File: config.mk
export PLATFORM = sky130hd
export DESIGN_NAME = axis_rr_packet_arbiter
export DESIGN_NICKNAME = d
export VERILOG_FILES = /design/src/rtl/axis_rr_packet_arbiter.sv
export SDC_FILE = /design/constraint.sdc
export NUM_CORES = 1
export LEC_CHECK = 0
export ABC_AREA = 1
export CAP_MARGIN = 40
export CORE_ASPECT_RATIO = 1.5
export CORE_MARGIN = 1.5
export CORE_UTILIZATION = 38
export CTS_CLUSTER_SIZE = 25
export DETAILED_ROUTE_END_ITERATION = 8
export GPL_ROUTABILITY_DRIVEN = 0
export PLACE_DENSITY = 0.9
export SYNTH_ARGS = -nofsm -noshare
export SYNTH_HDL_FRONTEND = slang
export SYNTH_SLANG_ARGS = --single-unit
File: constraint.sdc
create_clock -name clk_i -period 6.41 [get_ports clk_i]
set_clock_uncertainty 0.05 [all_clocks]
set_input_delay 0.641 -clock clk_i [delete_from_list [all_inputs] [get_ports clk_i]]
set_output_delay 0.641 -clock clk_i [all_outputs]
set_load 0.01 [all_outputs]
File: src/rtl/axis_rr_packet_arbiter.sv
// Round-robin AXI-Stream packet arbiter: N_INPUTS sources share one output stream,
// and the grant is held from the first beat of a packet through its TLAST handshake.
module axis_rr_packet_arbiter #(
    parameter int N_INPUTS        = 5,
    parameter int AXIS_DATA_WIDTH = 32,
    parameter int IDX_WIDTH       = $clog2(N_INPUTS)
) (
    input  logic                                clk_i,
    input  logic                                rst_i,
    input  logic [N_INPUTS-1:0]                 s_tvalid_i,
    input  logic [N_INPUTS*AXIS_DATA_WIDTH-1:0] s_tdata_i,
    input  logic [N_INPUTS-1:0]                 s_tlast_i,
    output logic [N_INPUTS-1:0]                 s_tready_o,
    output logic                                m_tvalid_o,
    output logic [AXIS_DATA_WIDTH-1:0]          m_tdata_o,
    output logic                                m_tlast_o,
    input  logic                                m_tready_i,
    output logic [IDX_WIDTH-1:0]                grant_idx_o,
    output logic                                busy_o,
    output logic [15:0]                         pkt_cnt_o
);

    typedef enum logic [0:0] {
        ST_IDLE   = 1'b0,
        ST_LOCKED = 1'b1
    } state_t;

    state_t                       state_r;
    logic [IDX_WIDTH-1:0]         rr_ptr_r;
    logic [IDX_WIDTH-1:0]         grant_r;
    logic                         busy_r;
    logic [15:0]                  pkt_cnt_r;

    logic                         pick_found_s;
    logic [IDX_WIDTH-1:0]         pick_idx_s;
    logic [IDX_WIDTH-1:0]         cand_s;
    logic [IDX_WIDTH-1:0]         next_ptr_s;
    logic                         locked_s;
    logic                         g_tvalid_s;
    logic                         g_tlast_s;
    logic [AXIS_DATA_WIDTH-1:0]   g_tdata_s;
    logic                         tlast_hs_s;

    // Index increment that wraps at the last input rather than at a power of two.
    function automatic logic [IDX_WIDTH-1:0] wrap_inc(input logic [IDX_WIDTH-1:0] idx);
        logic [IDX_WIDTH-1:0] res;
        if (idx == IDX_WIDTH'(N_INPUTS - 1)) begin
            res = {IDX_WIDTH{1'b0}};
        end else begin
            res = idx + {{(IDX_WIDTH-1){1'b0}}, 1'b1};
        end
        return res;
    endfunction

    assign locked_s   = (state_r == ST_LOCKED);
    assign next_ptr_s = wrap_inc(grant_r);

    // First requesting input found walking upward from rr_ptr_r, wrapping to 0.
    always_comb begin
        pick_found_s = 1'b0;
        pick_idx_s   = {IDX_WIDTH{1'b0}};
        cand_s       = rr_ptr_r;
        for (int i = 0; i < N_INPUTS; i++) begin
            if (!pick_found_s && s_tvalid_i[cand_s]) begin
                pick_found_s = 1'b1;
                pick_idx_s   = cand_s;
            end else begin
                pick_found_s = pick_found_s;
            end
            cand_s = wrap_inc(cand_s);
        end
    end

    // Select the granted input's sideband signals.
    always_comb begin
        g_tvalid_s = s_tvalid_i[grant_r];
        g_tlast_s  = s_tlast_i[grant_r];
        g_tdata_s  = s_tdata_i[int'(grant_r)*AXIS_DATA_WIDTH +: AXIS_DATA_WIDTH];
    end

    assign tlast_hs_s = locked_s & g_tvalid_s & m_tready_i & g_tlast_s;

    // Output stream follows the owner only while locked; everything is quiet in IDLE.
    always_comb begin
        m_tvalid_o = 1'b0;
        m_tlast_o  = 1'b0;
        m_tdata_o  = {AXIS_DATA_WIDTH{1'b0}};
        s_tready_o = {N_INPUTS{1'b0}};
        if (locked_s) begin
            m_tvalid_o          = g_tvalid_s;
            m_tlast_o           = g_tlast_s;
            m_tdata_o           = g_tdata_s;
            s_tready_o[grant_r] = m_tready_i;
        end else begin
            m_tvalid_o = 1'b0;
            s_tready_o = {N_INPUTS{1'b0}};
        end
    end

    // Arbitration FSM; the pointer and packet count only move on a TLAST handshake.
    always_ff @(posedge clk_i or posedge rst_i) begin
        if (rst_i) begin
            state_r   <= ST_IDLE;
            rr_ptr_r  <= {IDX_WIDTH{1'b0}};
            grant_r   <= {IDX_WIDTH{1'b0}};
            busy_r    <= 1'b0;
            pkt_cnt_r <= 16'h0000;
        end else begin
            case (state_r)
                ST_IDLE: begin
                    if (pick_found_s) begin
                        grant_r <= pick_idx_s;
                        busy_r  <= 1'b1;
                        state_r <= ST_LOCKED;
                    end else begin
                        busy_r  <= 1'b0;
                        state_r <= ST_IDLE;
                    end
                end
                ST_LOCKED: begin
                    if (tlast_hs_s) begin
                        rr_ptr_r  <= next_ptr_s;
                        pkt_cnt_r <= pkt_cnt_r + 16'd1;
                        busy_r    <= 1'b0;
                        state_r   <= ST_IDLE;
                    end else begin
                        busy_r  <= 1'b1;
                        state_r <= ST_LOCKED;
                    end
                end
                default: begin
                    busy_r  <= 1'b0;
                    state_r <= ST_IDLE;
                end
            endcase
        end
    end

    assign grant_idx_o = grant_r;
    assign busy_o      = busy_r;
    assign pkt_cnt_o   = pkt_cnt_r;

endmodule
==> flow_summary_export.csv, run 1 <==
group,metric,value,unit
power,power_frac_comb,0.853,
yosys,syn_nets,708,
power,clockPowerShare,0.051,
power,switchingPower,1.374,mW
floorplan,io_pins,232,
clocking,ctsHoldBuffers,0,
setup_path,path_max_fanout,18,
yosys,ys_seq_elements,23,
sta,holdWs,0.4975,ns
power,powerDensity,451.3,mW/mm^2
clocking,cts_htree_levels,1,
place,dp_slack,3.199,ns
global_route,grt_pass1_wl,21.94,mm
place,dpl.cell_count,844,
setup_path,critPathArrivalTime,2.64,ns
sta,relSlewSlack,0.5749,
yosys,syn_area,0.003168,sq mm
floorplan,rows,40,
clocking,cts_buffers,3,
clocking,postCtsSetupBuffers,0,
clocking,ctsResizeCount,0,
clocking,insertion_delay,0.25,ns
worst_hold_path,min_path_type,"reg2reg",
floorplan,core_region_area,0.008058,sq mm
drt,drtIter0Drc,302,
yosys,yosys_warnings,0,
global_route,grt_pass1_vias,4290,
drt,viasPerCell,5.349,
global_route,grt_max_degree,35,
global_route,antenna_found_initial,0,
sta,slew_violations,0,
clocking,cts-root-buf,"clkbuf_16",
run_status,status,"finished clean",
power,ir_drop,0.2304,mV
sta,fmax,299.8,MHz
final_layout,drive_gt1_frac,0.07537,
setup_path,worstPathRequired,5.72,ns
place,port_buffers,231,
sta,period_share,0.5204,
yosys,synth.most_common_cell,"nand2_1",
floorplan,die_area,0.008905,sq mm
sta,setup_ws,3.074,ns
floorplan,die_w,77.55,um
yosys,synth_top_cells_by_count,"nand2_1, nand3_1, nor2_1, inv_1, dfrtp_1",
setup_path,cp_cell_sequence,"inv_1 -> nor2_1 -> nand2_1 -> inv_1 -> buf_8 -> nand2_1 -> nand3_1 -> a221oi_1 -> nor2_1 -> clkdlybuf4s50_1",
yosys,synthTopCellsByArea,"nand2_1, dfrtp_1, nand3_1",
yosys,syn_inst,525,
yosys,async_reset_ff_frac,1.000,
global_route,track_usage,0.3096,
clocking,path_clk_slew,0.05,ns
yosys,synth_ff_type,"dfrtp_1",
yosys,syn_area_per_cell,6.034,sq um
power,swShare,0.5357,
final_layout,nNetsFinal,927,
clocking,cts_max_path_buffers,2,
final_layout,area_growth,79.38,%
power,p_seq_frac,0.096,
drt,vias,4536,
setup_path,reg2reg_slack,3.12,ns
clocking,clkSinkCount,23,
yosys,synth-edff-count,0,
yosys,yosys.area.top_type,"nand2_1",
setup_path,setup.worst_path.start_class,"flip-flop",
place,dp_hpwl,11.82,mm
yosys,netlist-cell-type-count,41,
sta,min_period,3.336,ns
yosys,yosysTopAreaCellShare,0.2429,
sta,grt_setup_unrepaired,"false",
floorplan,start_util,0.3932,
drt,ant_nets,0,
final_layout,diodes,0,
setup_path,cp_slowest_cell,"clkdlybuf4s50_1",
drt,post-route-drc-count,0,
job,cap_violations,0,
power,intPower,1.191,mW
power,p_total,2.565,mW
setup_path,end_kind,"output pin",
final_layout,final_cells,848,
drt,dr.pass1.iters,6,
sta,fin_setup_tns,0,ns
drt,wl_per_cell,17.03,um
power,p_leak,2.420,nW
setup_path,slowest_delay,0.57,ns
setup_path,worstSetupPathType,"reg2out",
yosys,ys_seq_area_frac,0.1817,
sta,finalSetupViolations,0,
global_route,grt_overflow_total,0,
sta,hold_violations,0,
floorplan,fp.dieH,114.8,um
sta,tightest_slew,0.6367,ns
clocking,cts_tree,"yes",
drt,drt_wl_total,14.44,mm
worst max-delay path: cells and delay by family (launching register included):
| kind | cells | cell delay (ns) |
|---|---|---|
| and+or+nand+nor | 5 | 0.52 |
| AOI/OAI and AO/OA | 1 | 0.07 |
| DFF | 1 | 0.42 |
| buffers and inverters | 4 | 1.37 |
area by class of cell:
type                       count  area, sq um
timing repair buffer         235         2390
fill                         650         2375
multi-input combinational    441         2355
sequential                    23        575.6
inverter                      40        152.6
tap                          105        131.4
clock buffer                   4        78.83
cells by family (layout without fill, tap and decap cells):
kind of cell / Yosys count / after routing / share of synthesized area
XOR/XNOR: 15 / 15 / 0.04147
buffers and inverters: 61 / 279 / 0.07504
AO/OA/AOI/OAI: 76 / 76 / 0.1623
flip-flops: 23 / 23 / 0.1817
AND/OR/NAND/NOR: 340 / 340 / 0.5000
adder cells (fa/ha/maj): 10 / 10 / 0.03949
power groups by stage:
stage	combinational [mW]	clock (mW)	sequential [mW]
floorplan	1.40	0	0.242
global placement	2.07	0	0.242
detailed placement	2.17	0	0.244
CTS	2.18	0.133	0.243
global route	2.39	0.140	0.253
finish	2.19	0.131	0.245
metal layers:
metal  GRT usage  vias to the layer above  routed length [um]
met5           0                        -                   0
met4     0.08970                        0                 507
met3     0.07857                       42                1444
li1            -                     2178                   -
met2      0.5608                      253                7104
met1      0.3575                     2063                5382
worst paths after layout:
check                           depth (start not counted)                         end                  startpoint
worst min-delay path                                    1    pkt_cnt_o[2]$_DFFE_PP0P_    pkt_cnt_o[2]$_DFFE_PP0P_
worst min register to register                          1    pkt_cnt_o[2]$_DFFE_PP0P_    pkt_cnt_o[2]$_DFFE_PP0P_
max in group asynchronous                               3  grant_idx_o[0]$_DFFE_PP0P_                       rst_i
min in group asynchronous                               3    pkt_cnt_o[3]$_DFFE_PP0P_                       rst_i
worst max-delay path                                   10                m_tdata_o[1]  grant_idx_o[1]$_DFFE_PP0P_
worst max register to register                         19  grant_idx_o[1]$_DFFE_PP0P_     rr_ptr_r[0]$_DFFE_PP0P_
stage by stage:
stage	instance area, sq um	utilization
6_report	5683	0.7053
5_1_grt	5683	0.7053
3_3_place_gp	5534	0.6868
3_5_place_dp	5604	0.6955
2_1_floorplan	3168	-
4_1_cts	5683	0.7053
flip-flops by register name (all words and copies together) (netlist names):
name,cells
busy_o,1
grant_idx_o,3
pkt_cnt_o,16
rr_ptr_r,3
cell usage in the layout, fill, tap and decap left out, types with 4 or more instances in the layout:
master	synthesis	layout
xor2_1	7	7
o21ai_0	11	11
clkdlybuf4s50_1	0	231
inv_1	29	29
nand2_1	205	205
nand3_1	48	48
nor2_1	42	42
nor3_1	4	4
a31oi_1	12	12
o21ai_1	8	8
nand2_2	6	6
xnor2_1	8	8
a221oi_1	19	19
ha_1	10	10
nand3_2	7	7
a21oi_1	16	16
inv_2	9	9
dfrtp_1	23	23
nand2_4	11	11
Note: power is estimated with default switching activity, not from simulation.
==> inputs of run 2 (changes only) <==
--- a/config.mk
+++ b/config.mk
@@ -9,11 +9,11 @@
 export CAP_MARGIN = 40
 export CORE_ASPECT_RATIO = 1.5
 export CORE_MARGIN = 1.5
-export CORE_UTILIZATION = 38
+export CORE_UTILIZATION = 35
 export CTS_CLUSTER_SIZE = 25
 export DETAILED_ROUTE_END_ITERATION = 8
 export GPL_ROUTABILITY_DRIVEN = 0
-export PLACE_DENSITY = 0.9
+export PLACE_DENSITY = 0.84
 export SYNTH_ARGS = -nofsm -noshare
 export SYNTH_HDL_FRONTEND = slang
 export SYNTH_SLANG_ARGS = --single-unit
==> constraint.sdc (replaced) <==
create_clock -name clk_i -period 3.3 [get_ports clk_i]
set_clock_uncertainty 0.05 [all_clocks]
set_input_delay 0.33 -clock clk_i [delete_from_list [all_inputs] [get_ports clk_i]]
set_output_delay 0.33 -clock clk_i [all_outputs]
set_load 0.01 [all_outputs]
==> run 2 against run 1 <==
- die area up 8.3%
- routed wire length up 0.94%
- largest power group unchanged
- sequential power up 98%
- highest routed layer is now met5
- cell area up 0.13%
- clock power up 110%
- sequential cell count unchanged
==> flow_summary_export.csv, run 2 (synthesis gave the netlist of run 1 again) <==
group,metric,value,unit
run_status,status,"finished clean",
setup_path,setup.worst_path.start_class,"flip-flop",
final_layout,regArea,578.1,sq um
setup_path,end_kind,"flip-flop",
final_layout,multi_input_area,0.002355,sq mm
sta,fmax,323.4,MHz
floorplan,rows,42,
global_route,track_usage,0.2902,
final_layout,layout_commonest_cell,"clkdlybuf4s50_1",
drt,dr.pass1.iters,6,
drt,wl_per_cell,16.99,um
drt,drt_wl_total,14.57,mm
power,switchingPower,2.759,mW
floorplan,core_region_area,0.008828,sq mm
power,clockPowerShare,0.054,
sta,holdWs,0.3056,ns
global_route,grt_overflow_total,0,
sta,finalSetupViolations,0,
final_layout,diodes,0,
setup_path,reg2reg_slack,0.21,ns
job,cap_violations,0,
setup_path,path_max_fanout,9,
power,p_leak,2.432,nW
sta,slew_violations,0,
sta,relSlewSlack,0.5852,
setup_path,cp_slowest_cell,"dfrtp_2",
sta,period_share,0.9371,
drt,vias,4641,
power,powerDensity,891.9,mW/mm^2
floorplan,start_util,0.3588,
setup_path,reg2reg_depth,19,
floorplan,die_area,0.009643,sq mm
drt,viasPerCell,5.409,
clocking,path_clk_slew,0.07,ns
drt,post-route-drc-count,0,
setup_path,slowest_delay,0.45,ns
clocking,cts-root-buf,"clkbuf_16",
setup_path,worstSetupPathDepth,19,
clocking,cts_max_path_buffers,2,
drt,drtIter0Drc,269,
place,dp_hpwl,11.66,mm
setup_path,critPathTopFamily,"simple AND/OR/NAND/NOR gates",
place,dpl.cell_count,854,
sta,hold_violations,0,
final_layout,final_cells,858,
worst_hold_path,min_path_type,"in2async",
setup_path,crit_buf_inv,2,
clocking,clkSinkCount,23,
global_route,grt_pass1_wl,21.77,mm
final_layout,n_fill_cell,748,
setup_path,cp_common_cell,"nand2_1",
sta,tightest_slew,0.6213,ns
clocking,cts_htree_levels,1,
power,ir_drop,0.8068,mV
power,p_seq_frac,0.096,
final_layout,drive_gt1_frac,0.08556,
final_layout,area_growth,79.62,%
setup_path,cp_cell_sequence,"inv_2 -> ha_1 -> inv_1 -> ha_1 -> nand3_2 -> nand2_4 -> ha_1 -> nor2_1 -> nand2_4 -> nand2_4 -> nand2_4 -> nor2_4 -> nand2_1 -> nand2_2 -> nand3_1 -> nand2_1 -> nand2_1 -> nand2_1 -> nand2_1",
setup_path,timing.rr.start,"rr_ptr_r[0]$_DFFE_PP0P_",
power,p_total,5.075,mW
final_layout,nNetsFinal,932,
clocking,insertion_delay,0.26,ns
setup_path,critPathArrivalTime,3.20,ns
floorplan,die_w,80.68,um
final_layout,final_cell_mix,"clkdlybuf4s50_1, nand2_1, nand3_1, nor2_1, inv_1",
floorplan,io_pins,232,
place,port_buffers,231,
setup_path,r2r_end,"grant_idx_o[0]$_DFFE_PP0P_",
final_layout,fin_util,0.6446,
setup_path,worstSetupPathType,"reg2reg",
final_layout,largest_reg_flops,16,
setup_path,worstPathRequired,3.40,ns
power,swShare,0.5435,
sta,grt_setup_unrepaired,"false",
floorplan,fp.dieH,119.5,um
sta,min_period,3.092,ns
drt,ant_nets,0,
power,intPower,2.317,mW
global_route,antenna_found_initial,1,
power,power_frac_comb,0.851,
global_route,grt_max_degree,33,
clocking,cts_buffers,3,
clocking,cts_tree,"yes",
global_route,grt_pass1_vias,4442,
sta,fin_setup_tns,0,ns
==> run 2: changes by cell type in the layout (fill, tap and decap cells not counted) <==
| cell | delta |
|---|---|
| dfrtp_2 | +2 |
| clkbuf_1 | -1 |
| clkinv_2 | +1 |
| buf_16 | -2 |
| buf_4 | +7 |
| dfrtp_1 | -2 |
==> run 2: cell type report <==
cell class | count | area share
Multi-Input combinational cell | 441 | 0.4138
Inverter | 40 | 0.02682
Tap cell | 110 | 0.02419
Sequential cell | 23 | 0.1016
Clock inverter | 1 | 0.0008795
Timing Repair Buffer | 240 | 0.4195
Clock buffer | 3 | 0.01319
==> run 2: metal layers <==
metal / vias to the layer above / wire (um) / GRT usage
li1: 2190 / - / -
met1: 2127 / 5240 / 0.3049
met2: 271 / 7108 / 0.5189
met3: 51 / 1641 / 0.08441
met4: 2 / 571 / 0.1325
met5: - / 11 / 0
==> run 2: power groups by stage <==
stage               Sequential, mW  Clock [mW]  Combinational [mW]
floorplan                    0.470           0                2.71
global placement             0.475           0                4.10
detailed placement           0.480           0                4.26
CTS                          0.478       0.272                4.28
global route                 0.495       0.282                4.68
finish                       0.485       0.273                4.32
==> run 2: repair_timing <==
| action | 4_1_cts | 5_1_grt |
|---|---|---|
| buffers inserted | 0 | 0 |
| hold buffers | 0 | 0 |
| endpoints found under the setup margin | 0 | 4 |
| resized for setup | 0 | 2 |
==> run 2: how the worst max path moves through the flow <==
stage                            startpoint                          to  slack (ns)
CTS                 rr_ptr_r[0]$_DFFE_PP0P_  grant_idx_o[0]$_DFFE_PP0P_        0.16
finish              rr_ptr_r[0]$_DFFE_PP0P_  grant_idx_o[0]$_DFFE_PP0P_        0.21
floorplan           rr_ptr_r[0]$_DFFE_PP0P_            busy_o$_DFF_PP0_        0.50
global placement    rr_ptr_r[0]$_DFFE_PP0P_            busy_o$_DFF_PP0_        0.39
global route        rr_ptr_r[0]$_DFFE_PP0P_  grant_idx_o[1]$_DFFE_PP0P_        0.03
detailed placement  rr_ptr_r[0]$_DFFE_PP0P_  grant_idx_o[1]$_DFFE_PP0P_        0.18
==> run 2: stage by stage <==
step           area (sq um)  worst slack, ns
2_1_floorplan          3168           0.5012
3_3_place_gp           5593           0.3915
3_5_place_dp           5608           0.1799
4_1_cts                5688           0.1644
5_1_grt                5690          0.02900
6_report               5690           0.2077
==> run 2: worst reg2reg max path: stages, from the launching register on <==
cell	delay, ns
dfrtp_2	0.45
inv_2	0.10
ha_1	0.38
inv_1	0.12
ha_1	0.24
nand3_2	0.12
nand2_4	0.11
ha_1	0.24
nor2_1	0.19
nand2_4	0.07
nand2_4	0.08
nand2_4	0.08
nor2_4	0.12
nand2_1	0.11
nand2_2	0.15
nand3_1	0.09
nand2_1	0.08
nand2_1	0.07
nand2_1	0.07
nand2_1	0.06
==> inputs of run 3 (changes only) <==
--- a/config.mk
+++ b/config.mk
@@ -7,9 +7,12 @@
 export LEC_CHECK = 0
 export ABC_AREA = 1
 export CAP_MARGIN = 40
+export CELL_PAD_IN_SITES_DETAIL_PLACEMENT = 0
+export CELL_PAD_IN_SITES_GLOBAL_PLACEMENT = 2
 export CORE_ASPECT_RATIO = 1.5
 export CORE_MARGIN = 1.5
-export CORE_UTILIZATION = 35
+export CORE_UTILIZATION = 16
+export CTS_CLUSTER_DIAMETER = 120
 export CTS_CLUSTER_SIZE = 25
 export DETAILED_ROUTE_END_ITERATION = 8
 export GPL_ROUTABILITY_DRIVEN = 0
==> run 3 against run 2 <==
- global-route usage fell by 13 points
- hold slack better by 0.019 ns
- die area is 110% higher
- combinational power about the same
- non-clock buffer count is 2 higher
- cell area increased by 4.4%
- register-to-register slack improved by 0.08 ns
- sequential power fell by 3%
- routed wire length grew 15%
- clock-buffer cell count up 1
- fmax is 1.3% higher
==> flow_summary_export.csv, run 3 (synthesis gave the netlist of run 1 again) <==
group,metric,value,unit
sta,grt_setup_unrepaired,"false",
setup_path,cp_common_cell,"nand2_1",
power,p_total,5.076,mW
clocking,postCtsSetupBuffers,0,
setup_path,cp_slowest_cell,"clkdlybuf4s50_1",
floorplan,fp.dieH,175.3,um
clocking,ctsResizeCount,0,
power,p_seq_frac,0.093,
power,clockPowerShare,0.052,
setup_path,path_max_fanout,27,
final_layout,fin_util,0.3075,
worst_hold_path,min_path_type,"in2async",
setup_path,critPathTopFamily,"buffers and inverters",
final_layout,area_growth,87.48,%
sta,setup_ws,0.2478,ns
floorplan,die_w,117.9,um
final_layout,final_cells,1007,
setup_path,cp_cell_sequence,"nor2_1 -> nand2_1 -> inv_2 -> buf_4 -> nand2_1 -> nand2_1 -> a21oi_1 -> a31oi_1 -> clkdlybuf4s50_1",
clocking,cts-root-buf,"clkbuf_16",
final_layout,layout_commonest_cell,"clkdlybuf4s50_1",
floorplan,start_util,0.1640,
clocking,path_clk_slew,0.06,ns
global_route,grt_pass1_vias,4577,
power,swShare,0.5357,
drt,drt_wl_total,16.80,mm
clocking,ctsHoldBuffers,0,
sta,min_period,3.052,ns
power,p_leak,2.453,nW
place,postPlaceCellArea,0.005856,sq mm
power,switchingPower,2.719,mW
sta,finalSetupViolations,0,
final_layout,final_cell_mix,"clkdlybuf4s50_1, nand2_1, nand3_1, nor2_1, inv_1",
sta,holdWs,0.3242,ns
setup_path,worstSetupPathType,"reg2out",
setup_path,slowest_delay,0.55,ns
clocking,cts_htree_levels,1,
drt,vias,4390,
floorplan,io_pins,232,
sta,slew_violations,0,
global_route,antenna_found_initial,1,
sta,hold_violations,0,
sta,fmax,327.6,MHz
global_route,grt_max_degree,34,
setup_path,critPathArrivalTime,2.67,ns
floorplan,rows,62,
power,power_frac_comb,0.855,
job,cap_violations,0,
sta,fin_setup_tns,0,ns
power,powerDensity,854.6,mW/mm^2
sta,tightest_slew,0.5952,ns
setup_path,setup.worst_path.start_class,"flip-flop",
clocking,clkSinkCount,23,
final_layout,nNetsFinal,934,
drt,wl_per_cell,16.68,um
setup_path,worstSetupPathDepth,9,
drt,ant_nets,0,
floorplan,core_region_area,0.01932,sq mm
sta,relSlewSlack,0.6026,
clocking,cts_buffers,3,
power,intPower,2.357,mW
place,dp_slack,0.2330,ns
drt,post-route-drc-count,0,
drt,dr.pass1.iters,4,
place,port_buffers,231,
clocking,cts_tree,"yes",
drt,drtIter0Drc,159,
setup_path,crit_buf_inv,3,
clocking,insertion_delay,0.25,ns
setup_path,end_kind,"output pin",
floorplan,die_area,0.02067,sq mm
power,ir_drop,0.2377,mV
final_layout,largest_reg_flops,16,
final_layout,fin_area,0.005939,sq mm
clocking,cts_max_path_buffers,2,
run_status,status,"finished clean",
final_layout,drive_gt1_frac,0.08667,
sta,period_share,0.9249,
setup_path,reg2reg_depth,20,
global_route,grt_overflow_total,0,
drt,viasPerCell,4.359,
global_route,track_usage,0.1575,
place,dp_hpwl,13.70,mm
place,dpl.cell_count,1002,
setup_path,worstPathRequired,2.92,ns
global_route,grt_pass1_wl,25.64,mm
## run 3: final timing paths
kind | slack [ns] | start | to
min reg2reg | 0.48 | pkt_cnt_o[2]$_DFFE_PP0P_ | pkt_cnt_o[2]$_DFFE_PP0P_
max reg2reg | 0.29 | rr_ptr_r[0]$_DFFE_PP0P_ | grant_idx_o[2]$_DFFE_PP0P_
min | 0.32 | rst_i | pkt_cnt_o[2]$_DFFE_PP0P_
max | 0.25 | grant_idx_o[2]$_DFFE_PP0P_ | m_tdata_o[0]
min in group clk_i | 0.48 | pkt_cnt_o[2]$_DFFE_PP0P_ | pkt_cnt_o[2]$_DFFE_PP0P_
max in group asynchronous | 2.45 | rst_i | rr_ptr_r[1]$_DFFE_PP0P_
## run 3: power groups by stage
stage	Combinational, mW	Sequential, mW	Clock, mW
final	4.34	0.471	0.264
after global routing	4.81	0.484	0.283
after detailed placement	4.40	0.473	0
after global placement	4.39	0.471	0
after floorplan	2.71	0.470	0
after CTS	4.41	0.469	0.273
## run 3: final cells by class
class | instances | area (sq um)
flip-flops and latches | 23 | 578.1
clock buffers | 4 | 78.83
repair buffers | 242 | 2452
inverters | 40 | 152.6
well taps | 256 | 320.3
multi-input cells | 441 | 2355
diodes | 1 | 2.502
fillers | 2116 | 13380
## run 3: layer usage
layer,vias to the layer above,part of all wire,global-route usage
met4,0,0.017,0.03404
met2,191,0.51,0.2992
met3,18,0.073,0.03442
met1,1985,0.40,0.1785
li1,2196,-,-
met5,-,0,0
